===== config.mk =====
export PLATFORM = sky130hd
export DESIGN_NAME = ttl_quad_gate_tester
export DESIGN_NICKNAME = d
export VERILOG_FILES = /design/src/rtl/ttl_quad_gate_tester.sv
export SDC_FILE = /design/constraint.sdc
export NUM_CORES = 1
export LEC_CHECK = 0
export ABC_AREA = 1
export CORE_ASPECT_RATIO = 0.6
export CORE_MARGIN = 8
export CORE_UTILIZATION = 52
export CTS_CLUSTER_DIAMETER = 40
export DETAILED_ROUTE_END_ITERATION = 16
export PLACE_DENSITY = 0.76
export REMOVE_ABC_BUFFERS = 1
export SYNTH_ARGS = -nofsm -noshare
export SYNTH_HDL_FRONTEND = slang
export SYNTH_HIERARCHICAL = 1
export SYNTH_SLANG_ARGS = --single-unit

===== constraint.sdc =====
create_clock -name clk -period 2.3 [get_ports clk]
set_clock_uncertainty 0.2 [all_clocks]
set_input_delay 0.46 -clock clk [delete_from_list [all_inputs] [get_ports clk]]
set_output_delay 0.46 -clock clk [all_outputs]
set_load 0.005 [all_outputs]

===== src/rtl/ttl_quad_gate_tester.sv =====
// Stimulus sequencer and checker for a quad 2-input gate package: drives an
// 8-vector A/B program, samples Y after a settle time, reports per-gate results.
module ttl_gate_lane #(
  parameter int         GATE   = 0,
  parameter logic [3:0] EXPECT = 4'b0111
) (
  input  logic [2:0] cur_vec,
  input  logic [2:0] ld_vec,
  output logic       ld_a,
  output logic       ld_b,
  output logic       exp_y
);
  localparam logic [1:0] OFS = 2'(GATE);

  logic [1:0] ld_combo, cur_combo;

  // Upper half of the program staggers combos per gate to expose swapped/bridged Y.
  assign ld_combo  = ld_vec[2]  ? ld_vec[1:0]  + OFS : ld_vec[1:0];
  assign cur_combo = cur_vec[2] ? cur_vec[1:0] + OFS : cur_vec[1:0];
  assign ld_a      = ld_combo[1];
  assign ld_b      = ld_combo[0];
  assign exp_y     = EXPECT[cur_combo];
endmodule

module ttl_quad_gate_tester #(
  parameter int         SETTLE_CYCLES = 2,
  parameter logic [3:0] EXPECT        = 4'b0111
) (
  input  logic       clk,
  input  logic       reset,
  input  logic       start,
  output logic [3:0] a,
  output logic [3:0] b,
  input  logic [3:0] y,
  output logic       busy,
  output logic       done,
  output logic       pass,
  output logic [3:0] fail_gate,
  output logic [3:0] fail_count,
  output logic [2:0] first_fail_vec
);
  localparam logic [1:0] S_IDLE   = 2'd0;
  localparam logic [1:0] S_SETTLE = 2'd1;
  localparam logic [1:0] S_CHECK  = 2'd2;
  localparam logic [1:0] S_DONE   = 2'd3;
  localparam logic [3:0] CNT_LOAD = 4'(SETTLE_CYCLES - 1);

  logic [1:0] state;
  logic [2:0] vec, ld_vec;
  logic [3:0] cnt;
  logic [3:0] ld_a, ld_b, exp_y, mism;

  assign ld_vec = (state == S_IDLE) ? 3'd0 : vec + 3'd1;
  assign mism   = y ^ exp_y;
  assign busy   = (state != S_IDLE);

  for (genvar i = 0; i < 4; i++) begin : g_lane
    ttl_gate_lane #(.GATE(i), .EXPECT(EXPECT)) u_lane (
      .cur_vec (vec),
      .ld_vec  (ld_vec),
      .ld_a    (ld_a[i]),
      .ld_b    (ld_b[i]),
      .exp_y   (exp_y[i])
    );
  end

  always_ff @(posedge clk) begin
    if (reset) begin
      state          <= S_IDLE;
      vec            <= '0;
      cnt            <= '0;
      a              <= '0;
      b              <= '0;
      done           <= 1'b0;
      pass           <= 1'b0;
      fail_gate      <= '0;
      fail_count     <= '0;
      first_fail_vec <= '0;
    end else begin
      done <= 1'b0;
      case (state)
        S_IDLE: if (start) begin
          fail_gate      <= '0;
          fail_count     <= '0;
          first_fail_vec <= '0;
          pass           <= 1'b0;
          vec            <= '0;
          a              <= ld_a;
          b              <= ld_b;
          cnt            <= CNT_LOAD;
          state          <= S_SETTLE;
        end
        S_SETTLE: begin
          if (cnt == '0) state <= S_CHECK;
          else           cnt   <= cnt - 4'd1;
        end
        S_CHECK: begin
          fail_gate <= fail_gate | mism;
          if (|mism) begin
            fail_count <= fail_count + 4'd1;
            if (fail_count == '0) first_fail_vec <= vec;
          end
          if (vec != 3'd7) begin
            vec   <= vec + 3'd1;
            a     <= ld_a;
            b     <= ld_b;
            cnt   <= CNT_LOAD;
            state <= S_SETTLE;
          end else begin
            // Fold in the last vector's mismatches so pass is valid alongside done.
            pass  <= ((fail_gate | mism) == '0);
            done  <= 1'b1;
            state <= S_DONE;
          end
        end
        default: begin
          a     <= '0;
          b     <= '0;
          state <= S_IDLE;
        end
      endcase
    end
  end
endmodule


==> results of run 1 <==
==> cell families (layout without fill, tap and decap cells) <==
group | count (synthesis) | after routing
DFF | 30 | 30
adders and majority gates | 5 | 5
and+or+nand+nor | 132 | 132
AOI/OAI and AO/OA | 28 | 28
xor gates and xnor gates | 3 | 3
buffers and inverters | 46 | 77
==> cell type report <==
class | instances | area [sq um] | share of cell area, %
clock buffer | 7 | 76.32 | 3.761
inverter | 40 | 155.1 | 7.645
multi-input combinational | 168 | 849.6 | 41.86
sequential | 30 | 600.6 | 29.59
tap | 42 | 52.55 | 2.589
timing repair buffer | 30 | 295.3 | 14.55
==> Yosys cell counts (3+ instances only) <==
cell | n | area share [%]
ha_1 | 5 | 3.8
inv_1 | 36 | 8.2
o21ai_0 | 3 | 0.91
nand3_2 | 3 | 1.8
nand4_1 | 5 | 1.9
nor2_1 | 29 | 6.6
dfxtp_1 | 30 | 36
a21oi_1 | 22 | 6.7
inv_2 | 3 | 0.68
buf_4 | 3 | 1.4
nand2_2 | 6 | 2.3
nand3_1 | 13 | 4.0
nand2_1 | 65 | 15
==> flip-flops by register name, indices dropped and copies added, names as in the netlist <==
name and count:
done 1, a 4, pass 1, first_fail_vec 3, vec 3, fail_count 4
cnt 4, state 2, fail_gate 4, b 4
==> metal layers <==
| layer | track usage [%] | share of wire, % | vias to the layer above | wire, um |
|---|---|---|---|---|
| met5 | 0 | 0 | - | 0 |
| met4 | 5.728 | 1.3 | 0 | 46 |
| met3 | 5.394 | 6.6 | 7 | 238 |
| met2 | 20.59 | 39 | 33 | 1388 |
| met1 | 20.64 | 53 | 652 | 1914 |
| li1 | - | - | 822 | - |
==> through the flow <==
step	hold WS [ns]	power (mW)	instances	cell area, sq um	setup slack (ns)
after floorplan	0.2495	0.8649	238	1605	0.4378
after global placement	0.2512	0.9943	310	1953	0.2951
after detailed placement	0.2555	0.9989	310	1953	0.2901
after CTS	0.2640	1.392	317	2029	0.2563
after global routing	0.2855	1.473	317	2029	0.2027
final	0.2611	1.382	317	2029	0.2566
==> final timing paths <==
path / endpoint / slack, ns / cells after the start
worst max-delay path: busy / 0.26 / 3
worst max register to register: b[1] / 0.40 / 10
worst min register to register: a[2] / 0.26 / 2
worst min-delay path: a[2] / 0.26 / 2
==> power by group through the flow <==
stage / registers, mW / logic, mW / clock network, mW
after global routing: 0.612 / 0.436 / 0.424
final: 0.607 / 0.385 / 0.390
after floorplan: 0.613 / 0.251 / 0
after detailed placement: 0.617 / 0.382 / 0
after CTS: 0.607 / 0.388 / 0.398
after global placement: 0.616 / 0.378 / 0
==> worst max-delay path, delay by kind of cell, from the launching register on <==
| family | cells | cell delay [ns] |
|---|---|---|
| AND/OR/NAND/NOR | 1 | 0.10 |
| buffers and inverters | 2 | 0.55 |
| flip-flops | 1 | 0.45 |
==> impl_metrics.tcl, run 1 <==
set metrics [dict create \
    startpoint "state[0]" \
    antenna_found_initial 0 \
    synthArstFlopShare_pct 0 \
    comb_power_share_pct 27.9 \
    p_clk_share_pct 28.2 \
    nFillCells 280 \
    min_period_ns 2.043 \
    cts.sinks 30 \
    relSlewSlack_pct 68.00 \
    grt_usage_pct 15.07 \
    root_buffer "clkbuf_8" \
    synth_mux_area_share_pct 0 \
    internal_power_mw 0.9390 \
    crit_arrival_ns 1.38 \
    viasPerCell 4.776 \
    post_cts_buffers 0 \
    worstSetupStartpointType "register" \
    insertion_delay_ns 0.28 \
    layout-drive-gt1-share_pct 9.818 \
    synth_area_per_cell_sq_um 6.748 \
    dp_hpwl_um 2632 \
    final_cell_mix "nand2_1 (65), inv_1 (36), dfxtp_1 (30), nor2_1 (29), clkdlybuf4s50_1 (28)" \
    dieArea_sq_um 5282 \
    rsz0062_at_grt "no" \
    p_sw_share_pct 32.06 \
    post-route-period-util_pct 88.85 \
    core_sq_um 2947 \
    port_buffers 28 \
    cts_tree "built" \
    synthSimpleGateAreaFrac_pct 37.31 \
    outcome "complete, no violations" \
    hp-start "a[2]" \
    area_growth_pct 23.25 \
    utilization_pct 68.87 \
    synth_warnings 6 \
    ys_types 29 \
    gp_congestion 0.8346 \
    cts_made_buffers 5 \
    syn-instance-count 244 \
    initial_core_util_pct 55.88 \
    drv_cap 0 \
    synth_compound_area_share_pct 8.891 \
    first_pass_iters 4 \
    synth_top_family_by_area "simple AND/OR/NAND/NOR gates" \
    cp_data_required_time_ns 1.64 \
    rows 15 \
    clk_pin_slew_ns 0.06 \
    slew_viol_final 0 \
    cts_hold_buffers 0 \
    grt_pass1_wl_um 6210 \
    drtIter0Drc 69 \
    synth_xor_area_share_pct 1.596 \
    fmax_ghz 0.4894 \
    min_path_type "register to register" \
    synth_edf_count 0 \
    p_switching_mw 0.4431 \
    ir_drop_v 0.0003894 \
    vias 1514 \
    grt_max_degree 18 \
    cpMaxStageDelayCell "clkdlybuf4s50_1" \
    nets 287 \
    ys.flop_type "dfxtp_1" \
    routedWlPerCell_um 11.32 \
    crit_chain "nor2_4 > inv_1 > clkdlybuf4s50_1" \
    htreeDepth 2 \
    ys_ff_latch 30 \
    grt_pass1_vias 1375 \
    crit_type "register to output port" \
    cp_max_fo 6 \
    post_cts_resize_count 0 \
    grt_overflow 0 \
    clockBufferDepth 2 \
    power_density_nw_per_um2 681.0 \
    fp.dieH_um 59.59 \
    seq_power_share_pct 43.9 \
    yosys.area_share.adder_pct 3.799 \
    io_pins 29 \
    crit_path_end_kind "output port" \
    reg2reg_from "vec[0]" \
    tightest_slew_ns 0.4783 \
    syn-cell-area_sq_um 1647 \
    finalSetupViolCount 0 \
    die_w_um 88.65 \
    final_common_cell "nand2_1" \
    hold_violations 0 \
    drc_errors 0 \
    setup_tns_ns 0 \
    drt-total-wl_um 3587 \
    p_leak_nw 0.8684 \
    antenna_left 0 \
    n_antenna_cell 0 \
    seq_area_frac_synth_pct 36.47 \
    critPathMaxStageDelay_ns 0.49 \
]
Power figures use the tool's default switching activity.
==> run 2: changes to the inputs <==
- CORE_UTILIZATION: 52 -> 35
- PLACE_DENSITY: 0.76 -> 0.54
- REMOVE_ABC_BUFFERS: 1 -> not set
==> impl_metrics.tcl, run 2 (synthesis results as in run 1) <==
set metrics [dict create \
    fmax_ghz 0.4865 \
    drt-total-wl_um 3672 \
    reg2reg_from "vec[0]" \
    area_growth_pct 25.30 \
    final_cell_mix "nand2_1 (65), inv_1 (36), dfxtp_1 (30), nor2_1 (29), clkdlybuf4s50_1 (28)" \
    drc_errors 0 \
    power_density_nw_per_um2 669.9 \
    initial_core_util_pct 36.26 \
    utilization_pct 45.44 \
    ir_drop_v 0.0003188 \
    cp_max_fo 6 \
    p_sw_share_pct 31.91 \
    crit_path_end_kind "output port" \
    min_period_ns 2.055 \
    setup_slack_ns 0.2447 \
    relSlewSlack_pct 68.20 \
    post_cts_buffers 0 \
    tightest_slew_ns 0.4752 \
    cp_data_required_time_ns 1.64 \
    p_leak_nw 0.8738 \
    worstSetupStartpointType "register" \
    cts_tree "built" \
    post_dp_cell_area_sq_um 1987 \
    comb_power_share_pct 27.9 \
    reg2reg_to "first_fail_vec[1]" \
    finalSetupViolCount 0 \
    syn_nets 256 \
    n_antenna_cell 0 \
    post-route-period-util_pct 89.36 \
    vias 1492 \
    htreeDepth 2 \
    dieArea_sq_um 7228 \
    crit_arrival_ns 1.40 \
    hold_slack_ns 0.2600 \
    seq_power_share_pct 43.8 \
    ff2ff_path_depth 10 \
    final_common_cell "nand2_1" \
    grt_usage_pct 10.74 \
    gp_congestion 0.9031 \
    antenna_found_initial 0 \
    finalInstanceArea_sq_um 2063 \
    internal_power_mw 0.9411 \
    clk_pin_slew_ns 0.06 \
    outcome "complete, no violations" \
    rows 19 \
    grt_pass1_wl_um 6534 \
    min_path_type "register to register" \
    grt_pass1_vias 1421 \
    post_cts_resize_count 0 \
    reg2reg_setup_slack_ns 0.40 \
    slew_viol_final 0 \
    die_w_um 104.6 \
    routedWlPerCell_um 10.83 \
    cts_made_buffers 5 \
    dpl_worst_slack_ns 0.2542 \
    hp-start "a[3]" \
    crit_type "register to output port" \
    p_switching_mw 0.4411 \
    dp_hpwl_um 2810 \
    cts_hold_buffers 0 \
    insertion_delay_ns 0.28 \
    antenna_left 0 \
    cts.sinks 30 \
    port_buffers 28 \
    io_pins 29 \
    grt_max_degree 18 \
    critical_path.endpoint "busy" \
    nets 288 \
    layout-drive-gt1-share_pct 10.14 \
    viasPerCell 4.401 \
    grt_overflow 0 \
    drv_cap 0 \
    p_clk_share_pct 28.4 \
    startpoint "state[0]" \
    drtIter0Drc 56 \
    first_pass_iters 4 \
    hold_violations 0 \
    fp.dieH_um 69.13 \
    root_buffer "clkbuf_8" \
    setup_tns_ns 0 \
    core_sq_um 4541 \
    clockBufferDepth 2 \
    rsz0062_at_grt "no" \
]
==> run 2: cell types whose count changed in the layout (fill, tap and decap cells not counted), sizes merged <==
cell  previous run  this run
buf              2         3
==> run 2: power by group through the flow <==
stage	combinational (mW)	clock (mW)	sequential (mW)
6_report	0.385	0.392	0.605
3_5_place_dp	0.388	0	0.617
3_3_place_gp	0.388	0	0.616
2_1_floorplan	0.272	0	0.613
4_1_cts	0.391	0.410	0.605
5_1_grt	0.439	0.433	0.612
==> run 2: critical path, cell delays in order, from the launching register on <==
cell and delay (ns):
dfxtp_1 0.47, nor2_4 0.10, inv_1 0.06, clkdlybuf4s50_1 0.49
==> run 2: worst min-delay path by stage <==
stage | depth (start not counted) | end
floorplan | 2 | a[0]
global placement | 2 | a[1]
detailed placement | 2 | a[0]
CTS | 2 | a[0]
global route | 2 | a[2]
finish | 2 | a[3]
==> run 2: metal layers <==
metal,GRT usage [%],up-vias,routed length (um)
li1,-,824,-
met1,14.66,631,2034
met2,14.64,31,1349
met3,3.989,6,233
met4,4.306,0,54
met5,0,-,0
==> run 2: final cells by class <==
type                            count  area [sq um]
Clock buffer                        7         76.32
Fill cell                         466          2477
Inverter                           40         155.1
Multi-Input combinational cell    168         849.6
Sequential cell                    30         600.6
Tap cell                           63         78.83
Timing Repair Buffer               31         302.8
==> run 2: metrics by stage <==
| stage | instances | power [mW] |
|---|---|---|
| 2_1_floorplan | 244 | 0.8851 |
| 3_3_place_gp | 332 | 1.004 |
| 3_5_place_dp | 332 | 1.005 |
| 4_1_cts | 339 | 1.406 |
| 5_1_grt | 339 | 1.485 |
| 6_report | 339 | 1.382 |
